[config.mk]
export PLATFORM = sky130hd
export DESIGN_NAME = mic_pair_i2s_rx
export DESIGN_NICKNAME = d
export VERILOG_FILES = /design/src/rtl/anc_pkg.sv /design/src/rtl/i2s_slot_shifter.sv /design/src/rtl/mic_pair_i2s_rx.sv
export SDC_FILE = /design/constraint.sdc
export NUM_CORES = 1
export LEC_CHECK = 0
export CORE_ASPECT_RATIO = 0.9
export CORE_MARGIN = 1
export CORE_UTILIZATION = 53
export CTS_CLUSTER_SIZE = 40
export DETAILED_ROUTE_END_ITERATION = 16
export HOLD_SLACK_MARGIN = 0.06
export PLACE_DENSITY_LB_ADDON = 0.1
export REMOVE_ABC_BUFFERS = 1
export SETUP_SLACK_MARGIN = 0.05
export SKIP_CTS_REPAIR_TIMING = 1
export SLEW_MARGIN = 20
export SYNTH_ARGS = -nofsm -noshare
export SYNTH_HDL_FRONTEND = slang
export SYNTH_SLANG_ARGS = --single-unit
[constraint.sdc]
create_clock -name clk -period 2.42 [get_ports clk]
set_input_delay 0.363 -clock clk [delete_from_list [all_inputs] [get_ports clk]]
set_output_delay 0.363 -clock clk [all_outputs]
set_load 0.005 [all_outputs]
[src/rtl/anc_pkg.sv]
// Shared definitions for the two-microphone noise canceller.
// Holds the default sample width, the I2S receiver state encoding and the
// sample type shared by the receiver and the adaptive-filter controller.
package anc_pkg;

    localparam int DATASIZE_DEFAULT = 24;

    typedef enum logic [1:0] {
        RX_HUNT  = 2'd0,
        RX_LEFT  = 2'd1,
        RX_RIGHT = 2'd2
    } rx_state_e;

    typedef logic signed [DATASIZE_DEFAULT-1:0] sample_t;

endpackage

[src/rtl/i2s_slot_shifter.sv]
// One I2S slot deserialiser: captures up to datasize bits MSB first and
// presents them left-justified with zero-filled LSBs when the slot was short.
module i2s_slot_shifter
    import anc_pkg::*;
#(
    parameter int datasize = DATASIZE_DEFAULT
) (
    input  logic                clk,
    input  logic                rst_n,
    input  logic                sck_rise,
    input  logic                sd,
    input  logic                start,
    output logic [datasize-1:0] word
);

    localparam int              CW = $clog2(datasize + 1);
    localparam logic [CW-1:0]   DS = CW'(datasize);

    logic [datasize-1:0] r_shreg;
    // Number of bits captured in the current slot, saturating at datasize.
    logic [CW-1:0]       r_count;

    // Start a slot with the MSB in bit 0, then shift in bits until the word is full.
    always_ff @(posedge clk or negedge rst_n) begin
        if (!rst_n) begin
            r_shreg <= '0;
            r_count <= '0;
        end else if (sck_rise) begin
            if (start) begin
                r_shreg <= {{(datasize-1){1'b0}}, sd};
                r_count <= CW'(1);
            end else if (r_count < DS) begin
                r_shreg <= {r_shreg[datasize-2:0], sd};
                r_count <= r_count + CW'(1);
            end
        end
    end

    // Left-justify a short capture; a full word passes through unshifted.
    always_comb begin
        word = r_shreg << (DS - r_count);
    end

endmodule

[src/rtl/mic_pair_i2s_rx.sv]
// Stereo I2S receiver for the main (left) and sub (right) microphones.
// Synchronises sck/ws/sd, tracks slots with a HUNT/LEFT/RIGHT machine and
// commits a full frame on each ws 1->0 edge, or flags an overrun when the
// filter is still busy.
// Optional feature: define MIC_RX_DC_BLOCK_EN to insert a per-channel DC
// tracker after the commit; start_sample then arrives one clk later.
module mic_pair_i2s_rx
    import anc_pkg::*;
#(
    parameter int datasize    = DATASIZE_DEFAULT,
    parameter int sync_stages = 2,
    parameter int DC_SHIFT    = 8
) (
    input  logic                clk,
    input  logic                rst_n,
    input  logic                sck,
    input  logic                ws,
    input  logic                sd,
    input  logic                filter_busy,
    output logic [datasize-1:0] main_sample,
    output logic [datasize-1:0] sub_sample,
    output logic                start_sample,
    output logic                overrun,
    output logic                locked
);

    generate
        if (sync_stages < 2) begin : g_bad_sync
            $error("mic_pair_i2s_rx: sync_stages must be at least 2");
        end
        if (DC_SHIFT < 1) begin : g_bad_shift
            $error("mic_pair_i2s_rx: DC_SHIFT must be at least 1");
        end
    endgenerate

    // ------------------------------------------------------------------
    // Input conditioning
    // ------------------------------------------------------------------
    logic [sync_stages-1:0] r_sck_sync;
    logic [sync_stages-1:0] r_ws_sync;
    logic [sync_stages-1:0] r_sd_sync;
    logic                   r_sck_prev;
    logic                   w_sck_s;
    logic                   w_sck_rise;

    assign w_sck_s    = r_sck_sync[sync_stages-1];
    assign w_sck_rise = w_sck_s & ~r_sck_prev;

    // Bring the three asynchronous I2S lines into the clk domain.
    always_ff @(posedge clk or negedge rst_n) begin
        if (!rst_n) begin
            r_sck_sync <= '0;
            r_ws_sync  <= '0;
            r_sd_sync  <= '0;
            r_sck_prev <= 1'b0;
        end else begin
            // NOTE: non-blocking assignments make every stage take the old value of the one before it.
            r_sck_sync <= {r_sck_sync[sync_stages-2:0], sck};
            r_ws_sync  <= {r_ws_sync[sync_stages-2:0], ws};
            r_sd_sync  <= {r_sd_sync[sync_stages-2:0], sd};
            r_sck_prev <= w_sck_s;
        end
    end

    // Register the sck rise together with the ws/sd values it samples.
    logic r_rise;
    logic r_ws_s;
    logic r_sd_s;
    logic r_ws_last;

    always_ff @(posedge clk or negedge rst_n) begin
        if (!rst_n) begin
            r_rise    <= 1'b0;
            r_ws_s    <= 1'b0;
            r_sd_s    <= 1'b0;
            r_ws_last <= 1'b0;
        end else begin
            r_rise <= w_sck_rise;
            r_ws_s <= r_ws_sync[sync_stages-1];
            r_sd_s <= r_sd_sync[sync_stages-1];
            if (r_rise) begin
                r_ws_last <= r_ws_s;
            end
        end
    end

    logic w_ws_rise;
    logic w_ws_fall;

    assign w_ws_rise = r_rise & ~r_ws_last &  r_ws_s;
    assign w_ws_fall = r_rise &  r_ws_last & ~r_ws_s;

    // ------------------------------------------------------------------
    // Slot shifters: left restarts on ws 1->0, right on ws 0->1
    // ------------------------------------------------------------------
    logic [datasize-1:0] w_left_word;
    logic [datasize-1:0] w_right_word;

    i2s_slot_shifter #(.datasize(datasize)) u_left_shifter (
        .clk      (clk),
        .rst_n    (rst_n),
        .sck_rise (r_rise),
        .sd       (r_sd_s),
        .start    (w_ws_fall),
        .word     (w_left_word)
    );

    i2s_slot_shifter #(.datasize(datasize)) u_right_shifter (
        .clk      (clk),
        .rst_n    (rst_n),
        .sck_rise (r_rise),
        .sd       (r_sd_s),
        .start    (w_ws_rise),
        .word     (w_right_word)
    );

    // ------------------------------------------------------------------
    // Slot tracking state machine
    // ------------------------------------------------------------------
    rx_state_e r_state;
    rx_state_e w_state_next;
    logic      w_lock_evt;
    logic      w_left_commit;
    logic      w_frame_commit;

    // State register.
    always_ff @(posedge clk or negedge rst_n) begin
        if (!rst_n) begin
            r_state <= RX_HUNT;
        end else begin
            r_state <= w_state_next;
        end
    end

    // Next state: follow ws edges once the first frame boundary is found.
    always_comb begin
        // NOTE: default first so every path assigns and no latch is inferred.
        w_state_next = r_state;
        case (r_state)
            RX_HUNT:  if (w_ws_fall) w_state_next = RX_LEFT;
            RX_LEFT:  if (w_ws_rise) w_state_next = RX_RIGHT;
            RX_RIGHT: if (w_ws_fall) w_state_next = RX_LEFT;
            default:  w_state_next = RX_HUNT;
        endcase
    end

    // Decode the lock, left-commit and frame-commit events.
    always_comb begin
        w_lock_evt     = 1'b0;
        w_left_commit  = 1'b0;
        w_frame_commit = 1'b0;
        case (r_state)
            RX_HUNT:  w_lock_evt     = w_ws_fall;
            RX_LEFT:  w_left_commit  = w_ws_rise;
            RX_RIGHT: w_frame_commit = w_ws_fall;
            default:  ;
        endcase
    end

    // ------------------------------------------------------------------
    // Commit / overrun
    // ------------------------------------------------------------------
    logic [datasize-1:0] r_left_hold;
    logic                r_overrun;
    logic                r_locked;
    logic                w_accept;

    assign w_accept = w_frame_commit & ~filter_busy;

    // Hold the left word, flag drops and track lock.
    always_ff @(posedge clk or negedge rst_n) begin
        if (!rst_n) begin
            r_left_hold <= '0;
            r_overrun   <= 1'b0;
            r_locked    <= 1'b0;
        end else begin
            r_overrun <= w_frame_commit & filter_busy;
            if (w_lock_evt) begin
                r_locked <= 1'b1;
            end
            if (w_left_commit) begin
                r_left_hold <= w_left_word;
            end
        end
    end

    logic [datasize-1:0] r_main;
    logic [datasize-1:0] r_sub;
    logic                r_start;

`ifdef MIC_RX_DC_BLOCK_EN
    localparam int MW = datasize + DC_SHIFT;

    logic                       r_pend;
    logic signed [datasize-1:0] r_x    [2];
    logic signed [MW-1:0]       r_dc_m [2];
    logic signed [datasize:0]   w_diff [2];
    logic [datasize-1:0]        w_sat  [2];

    // Remove the tracked DC level and saturate back to datasize bits.
    always_comb begin
        for (int c = 0; c < 2; c++) begin
            // m >>> DC_SHIFT is exactly the upper datasize bits of m.
            w_diff[c] = {r_x[c][datasize-1], r_x[c]}
                      - {r_dc_m[c][MW-1], r_dc_m[c][MW-1:DC_SHIFT]};
            if (w_diff[c][datasize] != w_diff[c][datasize-1]) begin
                w_sat[c] = w_diff[c][datasize] ? {1'b1, {(datasize-1){1'b0}}}
                                               : {1'b0, {(datasize-1){1'b1}}};
            end else begin
                w_sat[c] = w_diff[c][datasize-1:0];
            end
        end
    end

    // Latch the accepted frame, then publish the DC-removed words a clk later.
    always_ff @(posedge clk or negedge rst_n) begin
        if (!rst_n) begin
            r_pend  <= 1'b0;
            r_start <= 1'b0;
            r_main  <= '0;
            r_sub   <= '0;
            for (int c = 0; c < 2; c++) begin
                r_x[c]    <= '0;
                r_dc_m[c] <= '0;
            end
        end else begin
            r_pend  <= w_accept;
            r_start <= r_pend;
            if (w_accept) begin
                r_x[0] <= r_left_hold;
                r_x[1] <= w_right_word;
            end
            if (r_pend) begin
                r_main <= w_sat[0];
                r_sub  <= w_sat[1];
                for (int c = 0; c < 2; c++) begin
                    r_dc_m[c] <= r_dc_m[c] + {{(DC_SHIFT-1){w_diff[c][datasize]}}, w_diff[c]};
                end
            end
        end
    end
`else
    // Publish the raw captured frame and pulse start_sample.
    always_ff @(posedge clk or negedge rst_n) begin
        if (!rst_n) begin
            r_start <= 1'b0;
            r_main  <= '0;
            r_sub   <= '0;
        end else begin
            r_start <= w_accept;
            if (w_accept) begin
                r_main <= r_left_hold;
                r_sub  <= w_right_word;
            end
        end
    end
`endif

    assign main_sample  = r_main;
    assign sub_sample   = r_sub;
    assign start_sample = r_start;
    assign overrun      = r_overrun;
    assign locked       = r_locked;

endmodule

Yosys cells after proc, flatten, opt, wreduce, memory -nomap -nowiden
Cells that the tools add are included.
{"block": "classes", "addsub": 4, "muxes": 14, "n_shift": 2, "magnitude_cmp": 2, "n_div": 0, "n_bitwise": 11, "eq_ne": 4, "n_reduce_logical": 7, "mul": 0}
{"op": "$mux W24", "n": 4}
{"op": "$shl A24 B5 Y24", "n": 2}
{"op": "$mux W5", "n": 4}
{"op": "$add A5 B1 Y5 const B", "n": 2}
{"op": "$lt A5 B5 Y1 const B", "n": 2}
{"op": "$sub A5 B5 Y5 const A", "n": 2}
{"op": "$and A1 B1 Y1", "n": 7}
{"op": "$reduce_and A2 Y1", "n": 3}
{"op": "$mux W2", "n": 2}
{"op": "$ne A2 B1 Y1 const B", "n": 2}
{"op": "$not A1 Y1", "n": 4}
{"op": "$pmux W2 S2", "n": 1}
{"op": "$reduce_bool A2 Y1", "n": 2}
{"op": "$mux W1", "n": 3}
{"op": "$eq A2 B1 Y1 const B", "n": 1}
{"op": "$eq A2 B2 Y1 const B", "n": 1}
{"op": "$logic_not A2 Y1", "n": 1}
{"op": "$reduce_or A2 Y1", "n": 1}
{"block": "word_totals", "reg_bits": 146, "elab_cells": 63, "mem_count": 0, "latchBits": 0, "output_inout_bits": 51, "in_bits": 6, "ram_bits": 0, "rom_bits": 0}

Depth between registers and ports, before layout
{"block": "logic_depth", "depth_word": 5, "ltp_mapped": 11, "depth_no_buf": 7}

By module
A second synthesis with hierarchy kept.
{"block": "hier_totals", "cells_unflattened": 728, "hier_area_um2": 8471.9}
{"module": "i2s_slot_shifter", "seq_area_each_um2": 725.7, "n_inst": 2, "area_per_inst_um2": 2635.0, "cells_per_inst": 271}
{"module": "mic_pair_i2s_rx", "seq_area_each_um2": 2202.1, "n_inst": 1, "area_per_inst_um2": 3201.8, "cells_per_inst": 186}

Worst setup path after synthesis
OpenSTA, ideal clock, no wires.
{"block": "synth_timing", "path_type": "register to register", "from": "reg u_right_shifter.r_count[0]", "to": "reg r_sub[18], in the netlist sub_sample[18]", "setup_ns": 0.126, "t_required_ns": 2.294, "setup_slack_ns": -0.247, "path_buffers": 4, "period_less_slack_ns": 2.667, "stages_incl_launch_ff": 11, "t_arrival_ns": 2.541, "cell_sequence": "dfrtp_1 -> buf_4 -> buf_2 -> inv_1 -> ha_1 -> buf_2 -> clkbuf_1 -> mux4_2 -> mux2i_1 -> a21oi_1 -> a221o_1"}
{"block": "synth_via", "elab_chain_cells": 2}
{"element": "start: declaration", "line_no": "i2s_slot_shifter.sv:21", "source": "logic [CW-1:0] r_count;"}
{"element": "start signal: assignment", "line_no": "i2s_slot_shifter.sv:34", "source": "r_count <= r_count + CW'(1);"}
{"element": "$sub A5 B5 Y5", "line_no": "i2s_slot_shifter.sv:41", "source": "word = r_shreg << (DS - r_count);"}
{"element": "$shl A24 B5 Y24", "line_no": "i2s_slot_shifter.sv:41"}
{"element": "end signal: assignment", "line_no": "mic_pair_i2s_rx.sv:253", "source": "r_sub <= w_right_word;"}
{"element": "end: declaration", "line_no": "mic_pair_i2s_rx.sv:188", "source": "logic [datasize-1:0] r_sub;"}
Every way passes these cells.
A chain may end at the register's enable or synchronous reset.

Worst setup path in the final report
{"block": "layout_timing", "from": "reg u_left_shifter.r_count[0]", "to": "reg r_left_hold[2]"}
{"block": "layout_via", "elab_chain_cells": 2}
{"element": "start: declaration", "line_no": "i2s_slot_shifter.sv:21"}
{"element": "start signal: assignment", "line_no": "i2s_slot_shifter.sv:34"}
{"element": "$sub A5 B5 Y5", "line_no": "i2s_slot_shifter.sv:41"}
{"element": "$shl A24 B5 Y24", "line_no": "i2s_slot_shifter.sv:41"}
{"element": "end signal: assignment", "line_no": "mic_pair_i2s_rx.sv:182", "source": "r_left_hold <= w_left_word;"}
{"element": "end: declaration", "line_no": "mic_pair_i2s_rx.sv:163", "source": "logic [datasize-1:0] r_left_hold;"}
Every way passes these cells.

==> impl.org <==
** Finish
- Counting the fill cells in the layout gives 1129.
- Cell area after layout :: 9393 sq um
- Sequential standard cell area :: 3654 sq um
- Measured on the finished design, the core utilization comes to 66.10%.
- The number of antenna diodes in the final layout is 0.
- Ratio of cells with drive above 1 in the final layout :: 16.53%
- Layout overhead on the synthesized area :: 20.34%
- Summing all multi-input logic gate instances after layout gives 3886 sq um.
- Count of nets after finishing :: 875
- For this run, the number of standard cells in the final layout without fillers is 1070.

** Setup path
- Crit path DAT :: 2.65 ns
- In this design, the largest share of critical-path delay is due to simple AND/OR/NAND/NOR gates.
- Critical path cell sequence :: buf_4 > nor3_2 > xnor2_1 > buf_4 > buf_4 > nor4_2 > a22o_1
- In this run the worst path has a maximum fanout of 26.
- Slowest cell on crit path :: sky130_fd_sc_hd__nor4_2
- In this run the number of cells on the critical path is 7.
- The worst setup path is launched from a flop.
- Worst-case reg-to-reg path depth :: 7
- The critical path contains buffers and inverters numbering 3 combined.
- For the worst setup path, the data required time is 2.77 ns.
- STA classifies the critical path endpoint as a flop.
- Delay of the slowest critical-path stage :: 0.54 ns
- Kind of critical path :: reg2reg
- The most numerous cell type found on the critical path is sky130_fd_sc_hd__buf_4.

** Yosys
- The most common cell in the synthesized netlist is sky130_fd_sc_hd__nand2_1.
- Count of yosys warnings during synthesis :: 0
- After synthesis, the largest family of logic cells by area is simple AND/OR/NAND/NOR gates.
- In this run the mean area of a mapped cell was 9.756 sq um.
- In the synthesized netlist the dominant register cell turns out to be sky130_fd_sc_hd__dfrtp_1.
- Number of distinct library cells after synthesis :: 52
- Post-Synth Simple-Gate Area :: 18.15%
- Sequential fraction of the synthesis area :: 46.81%
- Counting flops with an async set or reset pin after synthesis yields a share of 100.0%.
- Of the total synthesized cell area, the portion taken by XOR and XNOR cells is 1.443%.
- Adder-Cell Fraction of Synth Area :: 0.6412%
- The synthesized design contains 146 register bits.
- Measured against the total synthesized area, the mux share comes to 17.22%.
- Cell type contributing the most total cell area after synthesis :: sky130_fd_sc_hd__dfrtp_1
- The cell count after synthesis came out at 800.
- In this run, synthesis inferred 0 flip-flops with an integrated enable.
- The commonest cells after synthesis are 238 x sky130_fd_sc_hd__nand2_1, 146 x sky130_fd_sc_hd__dfrtp_1, 75 x sky130_fd_sc_hd__o21ai_0, 42 x sky130_fd_sc_hd__mux4_2, 33 x sky130_fd_sc_hd__nor2_1.
- By area the synthesized netlist is led by sky130_fd_sc_hd__dfrtp_1 47%, sky130_fd_sc_hd__mux4_2 12%, sky130_fd_sc_hd__nand2_1 11%.
- Top cell type's share of synthesized area :: 46.81%
- Synth Area in Compound Gates :: 11.73%
- Synthesized area :: 7805 sq um

** Route
- Wire length after detailed routing :: 18820 microns
- Vias per Instance :: 5.769
- In the routed design, unresolved DRC markers number 0.
- Summing over every cut layer, the via total after detailed routing is 6173.
- Detail Route Antenna Nets :: 0
- Routed length per placed instance :: 17.59 microns
- The first routing iteration left 643 violations.
- The first detailed-routing pass took 5 iterations.

** Run status
- Status :: finished, final reports clean

** GRT
- Entering global routing, the biggest net connects 54 pins.
- The number of antenna violations at the first check in global routing is 0.
- Summed over all layers, the global routing overflow is 0.
- First-pass GRT wire length :: 30560 microns
- Global routing consumed, over all layers together, 26.67% of the routing resources.
- Vias in the first global route :: 5677

** Power and ir drop
- Cell internal power dissipation :: 5.834 mW
- Fraction of power consumed by combinational cells :: 39.2%
- Power per cell area :: 984.7 nW/um^2
- Sequential cells burn 32.3% of the power.
- Net Sw Power :: 3.415 mW
- The worst-case IR drop observed on VDD is 0.0007287 V.
- Reported leakage power :: 4.060 nW
- Overall power consumption after layout is estimated at 9.249 mW.
- Fraction of power consumed by the clock network :: 28.4%
- Of the total power, the share spent switching nets is 36.92%.

** Clock tree
- The number of clock buffers added by TritonCTS is 17.
- TritonCTS built the clock tree.
- Number of clock sinks :: 146
- Clock-pin slew was measured on the worst setup and hold paths at 0.06 ns.
- Number of H-tree levels :: 4
- Root cell of the clock tree :: sky130_fd_sc_hd__clkbuf_16
- No sink is reached through more buffers than the 2 on the longest clock path.
- Clock latency reported for the late side of the worst-skew pair :: 0.42 ns

** STA
- Clock skew on the completed layout was measured at 0.009025 ns.
- Slew at the pin with the worst max-slew slack :: 0.8268 ns
- Final Max Slew Viols :: 0
- Setup violations remaining at the end of the flow were counted as 0.
- Period minus WS final :: 2.298 ns
- Setup repair after global routing could not meet its margin everywhere.
- Final worst setup slack :: 0.1223 ns
- After layout, the worst path uses 94.95% of the clock period.
- Derived from the worst setup path, the maximum achievable clock frequency is 435.2 MHz.
- In this run the tightest slew margin relative to its limit is 44.48%.
- Final Hold Fails :: 0

** Floorplan
- Die Span X :: 129.9 microns
- Core ar. :: 14210 sq um
- Vertical die dimension :: 117.1 microns
- Starting Density :: 54.93%
- Full die area :: 15220 sq um
- For this design the top-level I/O count stands at 57.
- The initialized floorplan defines 41 standard-cell rows.

** Place
- Worst setup timing slack at the placement stage :: 0.04737 ns
- Routability-driven placement finished with a final weighted congestion of 0.9159.
- Total instance count after detailed placement :: 1038
- The count of buffers added on input and output ports is 56.
- Summed over all nets, the half-perimeter wirelength after detailed placement is 13520 microns.
- In this run the cell area measured after placement is 8753 sq um.

** Worst hold path
- The path class of the tightest hold or removal check is reg2reg.
- Counting instances, the worst hold path has a depth of 0.

** Run
- Max-cap violations in this run came to 0.
[layer usage]
layer  wire length [microns]  GRT usage (%)  share of wire (%)  vias up
li1                        -              -                  -     2953
met1                    9671          43.26                 51     3011
met2                    7781          35.61                 41      195
met3                    1194          5.864                6.3       14
met4                     174          6.899               0.92        0
met5                       0              0                  0        -
[area by class of cell]
cell class,instances,area share [%]
Clock inverter,11,1.372
Sequential cell,146,38.90
Timing Repair Buffer,103,10.30
Tap cell,193,2.571
Multi-Input combinational cell,584,41.37
Clock buffer,20,4.969
Inverter,13,0.5195
[flip-flops by register name (all words and copies together) (netlist names)]
name and cells:
main_sample 24, u_left_shifter.r_shreg 24, sub_sample 24, r_sd_s 1, locked 1, r_rise 1
r_sd_sync 2, overrun 1, u_right_shifter.r_count 5, start_sample 1, u_right_shifter.r_shreg 24, r_sck_prev 1
r_sck_sync 2, u_left_shifter.r_count 5, r_ws_s 1, r_state 2, r_ws_last 1, r_ws_sync 2
r_left_hold 24
[kinds of logic (layout without fill, tap and decap cells)]
group,count (synthesis),count (layout)
xor gates and xnor gates,12,12
adders and majority gates,4,4
DFF,146,146
AOI/OAI and AO/OA,152,152
and+or+nand+nor,336,336
buffers and inverters,70,147
muxes,80,80
[path summary, 6_finish.rpt]
path	start	slack, ns	to
min in group asynchronous	rst_n	0.45	sub_sample[23]
min	r_sd_sync[1]	0.35	r_sd_s
min reg2reg	r_sd_sync[1]	0.35	r_sd_s
max reg2reg	u_left_shifter.r_count[0]	0.12	r_left_hold[2]
max in group asynchronous	rst_n	1.32	u_left_shifter.r_shreg[13]
max	u_left_shifter.r_count[0]	0.12	r_left_hold[2]
[through the flow]
step,hold slack [ns],setup TNS (ns)
6_report,0.3474,0
5_1_grt,0.3539,0
4_1_cts,-0.1170,0
3_5_place_dp,0.3289,0
3_3_place_gp,0.3217,0
2_1_floorplan,0.06741,-127.12
[worst reg2reg max path: cells and delay by family, from the launching register on]
family,cells,cell delay [ns]
AOI/OAI and AO/OA,1,0.21
and+or+nand+nor,2,0.89
DFF,1,0.39
xor gates and xnor gates,1,0.10
buffers and inverters,3,0.64
[placed cells by master, fill, tap and decap left out, drive strengths merged, types with 2 or more instances in the layout]
cell	Yosys	routed
or3	6	6
and3	2	2
and2	2	2
buf	27	47
o31ai	3	3
clkinv	0	2
nand2b	3	3
nor4	4	4
xnor2	8	8
inv	13	15
ha	4	4
nor3b	2	2
clkbuf	30	20
a31oi	18	18
mux4	42	42
xor2	4	4
dfrtp	146	146
nand3	21	21
nor3	9	9
nor2	33	33
clkdlybuf4s50	0	55
mux2i	24	24
a21oi	21	21
nor2b	5	5
o211ai	3	3
a32o	6	6
nand4	5	5
o21ai	77	77
clkinvlp	0	5
bufinv	0	2
or4	3	3
nand2	238	238
a22o	14	14
mux2	14	14
[power groups by stage]
stage	logic (mW)	clock network, mW	registers, mW
detailed placement	3.51	0	3.02
floorplan	2.24	0	3.02
global placement	3.44	0	3.01
global route	3.96	2.77	3.03
CTS	3.52	2.68	2.98
finish	3.63	2.63	2.99
Note: power is estimated with default switching activity, not from simulation.
